## config.mk

```make
export PLATFORM = sky130hd
export DESIGN_NAME = avr_uart_tx
export DESIGN_NICKNAME = d
export VERILOG_FILES = /design/src/rtl/uart_pkg.sv /design/src/rtl/sync_2ff.sv /design/src/rtl/avr_uart_tx.sv
export SDC_FILE = /design/constraint.sdc
export NUM_CORES = 1
export LEC_CHECK = 0
export ABC_AREA = 1
export CAP_MARGIN = 0
export CORE_MARGIN = 1.5
export CORE_UTILIZATION = 35
export DETAILED_ROUTE_END_ITERATION = 8
export DONT_BUFFER_PORTS = 1
export PLACE_DENSITY = 0.5
export REMOVE_ABC_BUFFERS = 1
export SLEW_MARGIN = 20
export SYNTH_ARGS = -nofsm -noshare
export SYNTH_HDL_FRONTEND = slang
export SYNTH_SLANG_ARGS = --single-unit
```

## constraint.sdc

```tcl
create_clock -name clk -period 4.84 [get_ports clk]
set_input_delay 0.968 -clock clk [delete_from_list [all_inputs] [get_ports clk]]
set_output_delay 0.968 -clock clk [all_outputs]
set_load 0.03 [all_outputs]
```

## src/rtl/uart_pkg.sv

```systemverilog
// Shared UART definitions: state encoding and frame constants used by both
// the transmit and receive paths.
package uart_pkg;

  typedef enum logic [1:0] {
    IDLE  = 2'd0,
    START = 2'd1,
    DATA  = 2'd2,
    STOP  = 2'd3
  } uart_state_t;

  localparam int DATA_BITS = 8;
  localparam int STOP_BITS = 1;

endpackage

```

## src/rtl/sync_2ff.sv

```systemverilog
// Two-flop synchronizer for bringing an asynchronous pin into the clk domain.
module sync_2ff (
  input  logic clk,
  input  logic rst,
  input  logic d,
  output logic q
);

  logic meta;

  always_ff @(posedge clk) begin
    if (rst) begin
      meta <= 1'b0;
      q    <= 1'b0;
    end else begin
      meta <= d;
      q    <= meta;
    end
  end

endmodule

```

## src/rtl/avr_uart_tx.sv

```systemverilog
// 8N1 LSB-first serial transmitter toward the AVR, gated by the AVR's
// rx-busy flow-control pin so bytes are never pushed into a full buffer.
module avr_uart_tx #(
  parameter int CLK_PER_BIT = 100
) (
  input  logic       clk,
  input  logic       rst,
  output logic       tx,
  input  logic       block,
  input  logic [7:0] data,
  input  logic       new_data,
  output logic       busy
);

  import uart_pkg::*;

  localparam int CTR_SIZE = $clog2(CLK_PER_BIT);
  localparam int BIT_W    = $clog2(DATA_BITS);
  localparam logic [CTR_SIZE-1:0] CTR_MAX   = CTR_SIZE'(CLK_PER_BIT - 1);
  localparam logic [BIT_W-1:0]    LAST_DATA = BIT_W'(DATA_BITS - 1);
  localparam logic [BIT_W-1:0]    LAST_STOP = BIT_W'(STOP_BITS - 1);

  uart_state_t         state_q, state_n;
  logic [CTR_SIZE-1:0] ctr_q, ctr_n;
  logic [BIT_W-1:0]    bit_q, bit_n;
  logic [7:0]          data_q;
  logic                tx_q, tx_n;
  logic                busy_q;
  logic                block_s;
  logic                accept;
  logic                ctr_wrap;

  sync_2ff u_block_sync (
    .clk (clk),
    .rst (rst),
    .d   (block),
    .q   (block_s)
  );

  assign accept   = (state_q == IDLE) && !busy_q && new_data;
  assign ctr_wrap = (ctr_q == CTR_MAX);

  // tx is registered from the next state so each bit appears the cycle after
  // the edge that enters it, keeping the line glitch-free.
  always_comb begin
    state_n = state_q;
    ctr_n   = ctr_q + CTR_SIZE'(1);
    bit_n   = bit_q;
    tx_n    = 1'b1;

    case (state_q)
      IDLE: begin
        ctr_n = '0;
        bit_n = '0;
        if (accept) state_n = START;
      end
      START: begin
        if (ctr_wrap) begin
          ctr_n   = '0;
          bit_n   = '0;
          state_n = DATA;
        end
      end
      DATA: begin
        if (ctr_wrap) begin
          ctr_n = '0;
          if (bit_q == LAST_DATA) begin
            bit_n   = '0;
            state_n = STOP;
          end else begin
            bit_n = bit_q + BIT_W'(1);
          end
        end
      end
      STOP: begin
        if (ctr_wrap) begin
          ctr_n = '0;
          if (bit_q == LAST_STOP) begin
            bit_n   = '0;
            state_n = IDLE;
          end else begin
            bit_n = bit_q + BIT_W'(1);
          end
        end
      end
      default: begin
        ctr_n   = '0;
        bit_n   = '0;
        state_n = IDLE;
      end
    endcase

    case (state_n)
      START:   tx_n = 1'b0;
      DATA:    tx_n = data_q[bit_n];
      default: tx_n = 1'b1;
    endcase
  end

  always_ff @(posedge clk) begin
    if (rst) begin
      state_q <= IDLE;
      ctr_q   <= '0;
      bit_q   <= '0;
      data_q  <= '0;
      tx_q    <= 1'b1;
      busy_q  <= 1'b0;
    end else begin
      state_q <= state_n;
      ctr_q   <= ctr_n;
      bit_q   <= bit_n;
      if (accept) data_q <= data;
      tx_q    <= tx_n;
      busy_q  <= (state_n != IDLE) | block_s;
    end
  end

  assign tx   = tx_q;
  assign busy = busy_q;

endmodule

```

Yosys cells after proc, flatten, opt, wreduce, memory -nomap -nowiden
Cells that the tools add are included.
Widths: inputs -> output; s select.
- register bits after elaboration: 24
- bits of input ports: 12
- output and inout port bits: 2
- logic and storage cells: 44
- $add $sub $neg: 2
- order comparisons: 1
- equality and inequality tests: 7
- muxes and demuxes: 18
- bitwise logic cells: 1
- reduce and logical (&&, ||, !) cells: 7
- operator list (cell ; count):
    $mux 3 ; 5
    $pmux 7 s2 ; 1
    $mux 2 ; 6
    $pmux 3 s4 ; 1
    $pmux 2 s4 ; 1
    $add 7x1->7 const B ; 1
    $eq 7x7->1 const B ; 1
    $mux 7 ; 1
    $eq 2x2->1 const B ; 3
    $eq 2x1->1 const B ; 2
    $lt 3x4->1 const B ; 1
    $add 3x1->3 const B ; 1
    $bmux 1 s3 ; 1
    $eq 3x3->1 const B ; 1
    $logic_not 3->1 ; 1
    $reduce_or 3->1 ; 1
    $logic_and 1x1->1 ; 2
    $logic_not 2->1 ; 1
    $pmux 1 s2 ; 1
    $reduce_bool 2->1 ; 1
    $logic_not 1->1 ; 1
    $mux 1 ; 1
    $or 1x1->1 ; 1

Longest topological paths before layout
Gate-level depths: netlist (run 1).
- depth in word-level cells: 7
- mapped depth: 14
- gate-level depth less buffers: 14

By module
From an unflattened synthesis (run 1), not the netlist that was laid out.
- cells, all modules: 155
- area total of the unflattened synthesis: 1166.1 sq um
- modules (own cells, without submodules) (module ; times used ; cells an instance ; area an instance (sq um) ; seq. area each (sq um)):
    avr_uart_tx ; 1 ; 149 ; 1111.1 ; 440.4
    sync_2ff ; 1 ; 6 ; 55.1 ; 40.0

Worst setup path before layout (run 1)
No wires, ideal clock.
- path type: input -> register
- start: input new_data
- end: register tx_q, in the netlist tx
- setup time: 0.129 ns
- arrival time: 1.740 ns
- required time: 4.711 ns
- slack: 2.971 ns
- stages on the path: 6
- buffers on the path: 0
- path through: inv_1 -> nor3_4 -> inv_4 -> o2111ai_2 -> xor2_1 -> nand3_1
- word-level cells in the longest chain between the ends: 5
- elaborated cells between the ends (all ways): 6
- those cells by class: 2 x eq/ne; 3 x mux; 1 x reduce/logical
- ends and longest elaborated chain (item ; line ; RTL):
    from (decl) ; avr_uart_tx.sv:11 ; input logic new_data,
    $logic_and 1x1->1 (*) ; avr_uart_tx.sv:40 ; assign accept = (state_q == IDLE) && !busy_q && new_data;
    $mux 2 (*) ; avr_uart_tx.sv:55 ; if (accept) state_n = START;
    $pmux 2 s4 (*) ; avr_uart_tx.sv:51 ; case (state_q)
    $eq 2x2->1 / $eq 2x1->1 (equally long branches) ; avr_uart_tx.sv:93 ; case (state_n)
    $pmux 1 s2 (*) ; avr_uart_tx.sv:93 ;
    to (signal assigned) ; avr_uart_tx.sv:113 ; tx_q <= tx_n;
    to (decl) ; avr_uart_tx.sv:27 ; logic tx_q, tx_n;
Every way passes the cells marked *; elsewhere a longest branch is shown, timed or not.
A chain may end at the register's enable or synchronous reset.

Worst setup path in the final report (run 1)
- start: register busy_q, in the netlist busy
- end: output busy
- RTL lines (item ; line ; RTL):
    from (decl) ; avr_uart_tx.sv:28 ; logic busy_q;
    from (signal assigned) ; avr_uart_tx.sv:114 ; busy_q <= (state_n != IDLE) | block_s;
    to (decl) ; avr_uart_tx.sv:12 ; output logic busy
No word-level cell between the ends.

==> impl_metrics.toml, run 1 <==
[critical_path]
critPathKind = "register to primary output"
reg2reg_depth = 12
critPathLaunchType = "register"
critPathCaptureType = "primary output"
reg2reg_slack_ns = 3.01
r2r_end = "tx"
cp_max_fo = 2
r2r_start = "ctr_q[0]"
cp.required_ns = 3.87
critical_path_arrival_ns = 0.89

[synthesis]
ys_seq_area_frac = 0.409
synth-seq-cells = 24
yosys-top-cells-count = "34 x nor2_1, 24 x dfxtp_1, 24 x inv_1, 21 x nand2_1, 18 x nand3_1"
yosys.area_share.simple = 0.340
synth-adder-area-share = 0.0426
synth_compound_area_frac = 0.0787
synthCells = 163
synth_cell_types = 26
synth_xor_area_frac = 0.0223
synth_top_family_by_area = "simple AND/OR/NAND/NOR gates"
synth_flop_cell = "dfxtp_1"
synth_edf_count = 0
async_flop_share = 0
avgSynthCellArea_um2 = 7.22
synth_top_area_share = 0.409
yosysMostFrequentCell = "nor2_1"
yosys_warnings = 0
synthesis.area_um2 = 1180
synth_top_area_cell = "dfxtp_1"
synthTopCellsByArea = "dfxtp_1 41%, nor2_1 11%, nand3_1 7.7%, inv_1 7.7%, nand2_1 6.7%"
synthMuxAreaShare = 0

[sta]
min_period_ns = 1.85
worst_slew_pin_slew_ns = 0.411
period_share = 0.383
fmax_ghz = 0.540
finalWorstSetupSlack_ns = 2.99
skew_ns = 0.00767
slew_viol_final = 0
setup_viol = 0
finalSetupTns_ns = 0
rsz0062_at_grt = "no"
hold_viol_final = 0
relSlewSlack = 0.726

[hold_path]
min-delay-start = "u_block_sync.meta"
hold_path.class = "register to register"
worstHoldEndpoint = "u_block_sync.q"
whs_path_depth = 2

[pwr]
p_seq_frac = 0.653
leakage_uw = 0.000524
switching_power_uw = 86.8
power.clock.fraction = 0.246
ir_worst_vdd_uv = 132
pwr-share-comb = 0.100
intPower_uw = 250
switching_share = 0.258
p_per_area_nw_per_um2 = 273

[floorplanning]
start_util = 0.376
die_x_um = 61.0
num_io_pins = 14
rows = 20
die_area_um2 = 3720
core_area_um2 = 3130
chipHeight_um = 61.0

[clock_network]
numCtsBuffers = 3
cts.clk_slew.worst_paths_ns = 0.12
ctsResizeCount = 0
cts_htree_levels = 1
hold_buffers = 0
worstSkewPairLatency_ns = 0.31
cts_setup_buffers = 0
cts_tree = "yes"
clockBufferDepth = 2
numClockSinks = 24
cts_root_buf = "clkbuf_4"

[global_routing]
first_global_vias = 881
grt_pass1_wl_mm = 3.78
globalRouteOverflowTotal = 0
grt_max_degree = 13
grtUsageTotal = 0.138
antenna_found_initial = 0

[cells_and_area]
utilization = 0.395
multiInputGateArea_um2 = 569
drive_gt1_frac = 0.0982
area_growth_pct = 5.00
fillCellCount = 340
antennaDiodeCount = 0
final_cell_area_um2 = 1230
register_area_um2 = 480
final_nets = 181

[route]
dr.pass1.iters = 4
via_per_inst = 4.48
wl_per_cell_um = 10.3
drtIter0Drc = 47
vias = 927
drc = 0
antenna_left = 0
totalWireLength_mm = 2.13

[flow_run]
maxCapViolations = 0

[place]
place_area_um2 = 1210
place.gp.congestion = 0.755
pre_cts_ws_ns = 2.81
port_buffers = 0
post-dp-hpwl_mm = 1.71

[status]
status = "finished clean"
[registers in the layout (all words and copies together) (netlist names)]
register / flops
bit_q: 3
busy: 1
ctr_q: 7
data_q: 8
state_q: 2
tx: 1
u_block_sync.meta: 1
u_block_sync.q: 1
[cell type report]
class,count,area share
Clock buffer,3,0.0182
Inverter,28,0.0871
Multi-Input combinational cell,108,0.461
Sequential cell,24,0.389
Tap cell,44,0.0446
[metrics by stage]
stage          hold WS, ns  instances  power [uW]
6_report             0.412        207         337
5_1_grt              0.428        207         360
4_1_cts              0.414        207         343
3_5_place_dp         0.396        204         259
3_3_place_gp         0.392        204         259
2_1_floorplan        0.388        160         251
[how the worst max path moves through the flow]
stage | startpoint | endpoint | slack [ns] | cells after the start
2_1_floorplan | new_data | tx | 2.97 | 6
3_3_place_gp | new_data | tx | 2.86 | 6
3_5_place_dp | new_data | tx | 2.81 | 6
4_1_cts | busy | busy | 2.97 | 0
5_1_grt | ctr_q[0] | tx | 2.80 | 12
6_report | busy | busy | 2.99 | 0
[per-layer routing]
layer	track usage	wire length, um	up-vias
met5	0	0	-
met4	0.0652	38	0
met3	0.0256	53	4
met2	0.197	911	9
met1	0.201	1130	404
li1	-	-	510
[power groups by stage]
stage,clock network (uW),logic [uW],registers (uW)
after global routing,98.2,39.3,222
after floorplan,0,28.0,223
after CTS,87.6,34.6,220
after global placement,0,33.7,225
final,83.0,33.9,220
after detailed placement,0,34.5,225
[worst register-to-register path, cell delays in order, from the launching register on]
cell and delay [ns]:
dfxtp_1 0.39, ha_1 0.18, inv_1 0.06, nor2_2 0.11, nand3_2 0.17, a21oi_2 0.30
nand2_2 0.13, nand2_1 0.08, nand3_1 0.06, nand3_1 0.08, nand2_1 0.06, nand2_1 0.05
nand3_1 0.06
[logic make-up (layout without fill, tap and decap cells)]
kind of cell / count (synthesis) / count (layout)
adders and majority gates: 4 / 4
buffers and inverters: 31 / 31
and+or+nand+nor: 86 / 86
xor gates and xnor gates: 3 / 3
DFF: 24 / 24
AOI/OAI and AO/OA: 15 / 15
[layout by cell type, fill, tap and decap left out, drive strengths merged]
cell type	n
nor2	36
inv	28
dfxtp	24
nand2	23
nand3	19
o21ai	11
nor3	5
ha	4
clkbuf	3
a21oi	3
nand4	2
xor2	2
o2111ai	1
and2	1
xnor2	1
(Power assumes the default switching activity.)
==> run 2, diff against run 1 <==
--- a/config.mk
+++ b/config.mk
@@ -11,7 +11,7 @@
 export CORE_UTILIZATION = 35
 export DETAILED_ROUTE_END_ITERATION = 8
 export DONT_BUFFER_PORTS = 1
-export PLACE_DENSITY = 0.5
+export PLACE_DENSITY = 0.52
 export REMOVE_ABC_BUFFERS = 1
 export SLEW_MARGIN = 20
 export SYNTH_ARGS = -nofsm -noshare
==> constraint.sdc (replaced) <==
create_clock -name clk -period 1.7 [get_ports clk]
set_input_delay 0.34 -clock clk [delete_from_list [all_inputs] [get_ports clk]]
set_output_delay 0.34 -clock clk [all_outputs]
set_load 0.03 [all_outputs]
==> run 2 against run 1 <==
  * Sequential power rose to 2.8 times the previous value
  * Clock skew fell by 0.00095 ns
  * Worst hold slack lost 0.35 ns
  * Highest routed layer unchanged
  * Design area up 17%
==> impl_metrics.toml, run 2 (synthesis gave the netlist of run 1 again) <==
[status]
status = "finished clean"

[floorplanning]
start_util = 0.376
core_area_um2 = 3130
chipHeight_um = 61.0
die_x_um = 61.0
die_area_um2 = 3720
rows = 20
num_io_pins = 14

[sta]
worst_slew_pin_slew_ns = 0.366
rsz0062_at_grt = "yes"
fmax_ghz = 0.613
hold_viol_final = 0
min_period_ns = 1.63
fin_hold_ws_ns = 0.0595
setup_viol = 0
relSlewSlack = 0.755
period_share = 0.960
slew_viol_final = 0
skew_ns = 0.00672

[global_routing]
first_global_vias = 888
grt_max_degree = 15
grtUsageTotal = 0.139
globalRouteOverflowTotal = 0
antenna_found_initial = 0
grt_pass1_wl_mm = 3.86

[route]
vias = 970
drc = 0
dr.pass1.iters = 4
drtIter0Drc = 15
wl_per_cell_um = 10.9
totalWireLength_mm = 2.34
via_per_inst = 4.51
antenna_left = 0

[critical_path]
critical_path_arrival_ns = 1.85
critPathCaptureType = "register"
cp.required_ns = 1.92
critPathLaunchType = "register"
cp_max_fo = 6
critPathKind = "register to register"

[pwr]
power.clock.fraction = 0.362
p_seq_frac = 0.536
leakage_uw = 0.000585
intPower_uw = 879
switching_share = 0.245
switching_power_uw = 285
pwr-share-comb = 0.102
p_per_area_nw_per_um2 = 806
ir_worst_vdd_uv = 534

[clock_network]
cts_htree_levels = 1
cts_root_buf = "clkbuf_4"
clockBufferDepth = 2
cts.clk_slew.worst_paths_ns = 0.14
numCtsBuffers = 3
worstSkewPairLatency_ns = 0.32
cts_tree = "yes"
numClockSinks = 24

[place]
port_buffers = 0
place_area_um2 = 1240
place.gp.congestion = 0.760
post-dp-hpwl_mm = 1.66

[cells_and_area]
largest_reg_flops = 8
drive_gt1_frac = 0.275
area_growth_pct = 22.7
final_cell_area_um2 = 1440
register_area_um2 = 485
regMostFlops = "data_q"
fillCellCount = 329
multiInputGateArea_um2 = 683
antennaDiodeCount = 0
final_common_cell = "nor2_1"
reg.largest.list = "data_q: 8 flops, ctr_q: 7 flops, bit_q: 3 flops"
final_cell_mix = "34 x nor2_1, 21 x inv_1, 20 x dfxtp_1, 16 x nand2_1, 11 x nand3_1"
final_nets = 188

[flow_run]
maxCapViolations = 0

[hold_path]
hold_path.class = "primary input to register"
[run 2: changes by cell type in the layout (fill, tap and decap cells not counted), sizes merged]
| cell | change |
|---|---|
| buf | +7 |
| bufinv | +1 |
[run 2: repair_timing]
action / in CTS / in global routing
pin swaps: 0 / 13
endpoints found under the setup margin: 2 / 2
hold buffers: 0 / 0
setup buffers: 0 / 3
gates resized for setup: 3 / 29
cloned: 0 / 0
[run 2: critical path: stages, from the launching register on]
cell     delay, ns
dfxtp_2       0.38
ha_4          0.14
inv_2         0.04
nor2_4        0.13
nand3_4       0.15
o21ai_2       0.21
and2_1        0.17
o21ai_2       0.08
xor2_1        0.16
nand3_1       0.08
[run 2: area by class of cell]
cell class | count | share of cell area
Multi-Input combinational cell | 108 | 0.474
Sequential cell | 24 | 0.337
Inverter | 28 | 0.0763
Timing Repair Buffer | 7 | 0.0390
Tap cell | 44 | 0.0382
Clock inverter | 1 | 0.0208
Clock buffer | 3 | 0.0156
[run 2: worst paths after layout]
| check | slack, ns | startpoint | cells after the start | endpoint |
|---|---|---|---|---|
| max | 0.07 | ctr_q[1] | 9 | tx |
| min | 0.06 | rst | 1 | bit_q[1] |
| max reg2reg | 0.07 | ctr_q[1] | 9 | tx |
| min reg2reg | 0.40 | u_block_sync.meta | 2 | u_block_sync.q |
[run 2: per-layer routing]
layer	GRT usage	up-vias	wire length, um
met3	0.0469	2	89
met5	0	-	0
met1	0.184	430	1110
met2	0.217	13	1120
met4	0.0373	0	10
li1	-	525	-
[run 2: stage by stage]
stage               TNS (ns)  cells  power, uW  utilization  setup WS (ns)
floorplan                  0    160        714            -          0.114
global placement           0    208        744        0.397        0.00195
detailed placement   -0.0211    208        744        0.397        -0.0211
CTS                        0    212       1170        0.419         0.0169
global route         -0.0997    215       1220        0.461        -0.0598
finish                     0    215       1160        0.461         0.0681
[run 2: power by group through the flow]
stage	registers, uW	clock network, uW	logic (uW)
floorplan	635	0	79.6
global route	628	456	137
detailed placement	634	0	109
finish	624	421	118
CTS	622	437	111
global placement	634	0	109
==> run 3, diff against run 2 <==
--- a/config.mk
+++ b/config.mk
@@ -8,11 +8,13 @@
 export ABC_AREA = 1
 export CAP_MARGIN = 0
 export CORE_MARGIN = 1.5
-export CORE_UTILIZATION = 35
+export CORE_UTILIZATION = 54
 export DETAILED_ROUTE_END_ITERATION = 8
 export DONT_BUFFER_PORTS = 1
-export PLACE_DENSITY = 0.52
+export GPL_ROUTABILITY_DRIVEN = 0
+export PLACE_DENSITY = 0.73
 export REMOVE_ABC_BUFFERS = 1
+export SKIP_CTS_REPAIR_TIMING = 1
 export SLEW_MARGIN = 20
 export SYNTH_ARGS = -nofsm -noshare
 export SYNTH_HDL_FRONTEND = slang
==> run 3 against run 2 <==
  * Power fell by 1.2%
  * Combinational power fell by 9%
  * Non-clock buffer count fell by 2
  * Setup slack got worse by 0.058 ns
  * Via count rose by 4.5%
  * Clock power fell by 2%
  * Sequential share of layout area rose by 1.2 points
  * Register-to-register slack got worse by 0.06 ns
  * Fmax fell by 3.4%
  * First-iteration DRC count rose by 53%
  * Design area fell by 3.1%
==> impl_metrics.toml, run 3 (synthesis gave the netlist of run 1 again) <==
[hold_path]
hold_path.class = "primary input to register"

[status]
status = "finished clean"

[global_routing]
antenna_found_initial = 0
grtUsageTotal = 0.201
grt_max_degree = 15
globalRouteOverflowTotal = 0
grt_pass1_wl_mm = 3.77
first_global_vias = 919

[place]
post-dp-hpwl_mm = 1.67
port_buffers = 0

[sta]
worst_slew_pin_slew_ns = 0.384
slew_viol_final = 0
fmax_ghz = 0.592
min_period_ns = 1.69
relSlewSlack = 0.743
period_share = 0.994
rsz0062_at_grt = "yes"
hold_viol_final = 0
fin_hold_ws_ns = 0.0663
skew_ns = 0.0102
setup_viol = 0

[pwr]
p_per_area_nw_per_um2 = 823
finalPower_uw = 1150
ir_worst_vdd_uv = 737
leakage_uw = 0.000572

[clock_network]
clockBufferDepth = 2
cts_tree = "yes"
cts_root_buf = "clkbuf_4"
cts.clk_slew.worst_paths_ns = 0.14
worstSkewPairLatency_ns = 0.32
numClockSinks = 24
cts_htree_levels = 1
numCtsBuffers = 3

[route]
antenna_left = 0
drc = 0
dr.pass1.iters = 4
totalWireLength_mm = 2.37
drtIter0Drc = 23
via_per_inst = 5.17
vias = 1014
wl_per_cell_um = 12.1

[cells_and_area]
drive_gt1_frac = 0.243
regMostFlops = "data_q"
final_cell_mix = "34 x nor2_1, 21 x inv_1, 19 x dfxtp_1, 17 x nand2_1, 16 x nand3_1"
largest_reg_flops = 8
final_common_cell = "nor2_1"
utilization = 0.698
reg.largest.list = "data_q: 8 flops, ctr_q: 7 flops, bit_q: 3 flops"
area_growth_pct = 18.8
antennaDiodeCount = 0
final_nets = 186

[floorplanning]
die_area_um2 = 2470
core_area_um2 = 2000
start_util = 0.587
rows = 16
num_io_pins = 14
chipHeight_um = 49.7
die_x_um = 49.7

[critical_path]
reg2reg_slack_ns = 0.01
cp_max_fo = 5
critPathKind = "register to register"
critPathCaptureType = "register"
critPathLaunchType = "register"
cp.required_ns = 1.91
critical_path_arrival_ns = 1.90

[flow_run]
maxCapViolations = 0
run 3: cell count changes in the layout (fill, tap and decap cells not counted), moves of 2 or more:
cell	before	now
nand3_2	7	2
nand3_1	11	16
o21ai_2	2	0
o21ai_4	0	2
buf_4	6	4
run 3: critical path: stages, from the launching register on:
cell	delay (ns)
dfxtp_2	0.39
inv_2	0.07
ha_1	0.22
nand2_2	0.09
nand2_1	0.06
nand2_1	0.06
nand2_1	0.06
nand2_2	0.13
nand2_4	0.09
nand2_2	0.07
nand3_2	0.08
nand3_1	0.09
nand2_1	0.05
nand2_1	0.05
nand3_1	0.06
run 3: final timing paths:
path	from	to	depth (start not counted)
min reg2reg	u_block_sync.meta	u_block_sync.q	2
max reg2reg	bit_q[0]	tx	14
min	rst	state_q[1]	1
max	bit_q[0]	tx	14
run 3: stage by stage:
step / setup TNS [ns] / worst slack [ns] / cells / area [um2]
after global routing: -0.125 / -0.109 / 196 / 1400
after detailed placement: -0.0318 / -0.0318 / 189 / 1210
after floorplan: 0 / 0.114 / 160 / 1160
final: 0 / 0.0102 / 196 / 1400
after CTS: -0.110 / -0.0725 / 193 / 1260
after global placement: 0 / 0.0159 / 189 / 1210
run 3: area by class of cell:
class                   count  area [um2]
clock buffers               3        22.5
clock inverters             1        30.0
fillers                   159         604
inverters                  28         110
multi-input cells         108         673
flip-flops and latches     24         487
well taps                  27        33.8
repair buffers              5        41.3
run 3: per-layer routing:
layer  share of wire  GRT usage  vias up
li1                -          -      526
met1            0.43      0.230      455
met2            0.51      0.338       25
met3           0.032     0.0394        8
met4           0.025      0.134        0
met5               0          0        -
run 3: power breakdown:
group          leakage [uW]  internal, uW  switching [uW]
clock             0.0000279           239             175
sequential         0.000199           596            33.4
combinational      0.000345          39.7            67.6
total              0.000572           874             276
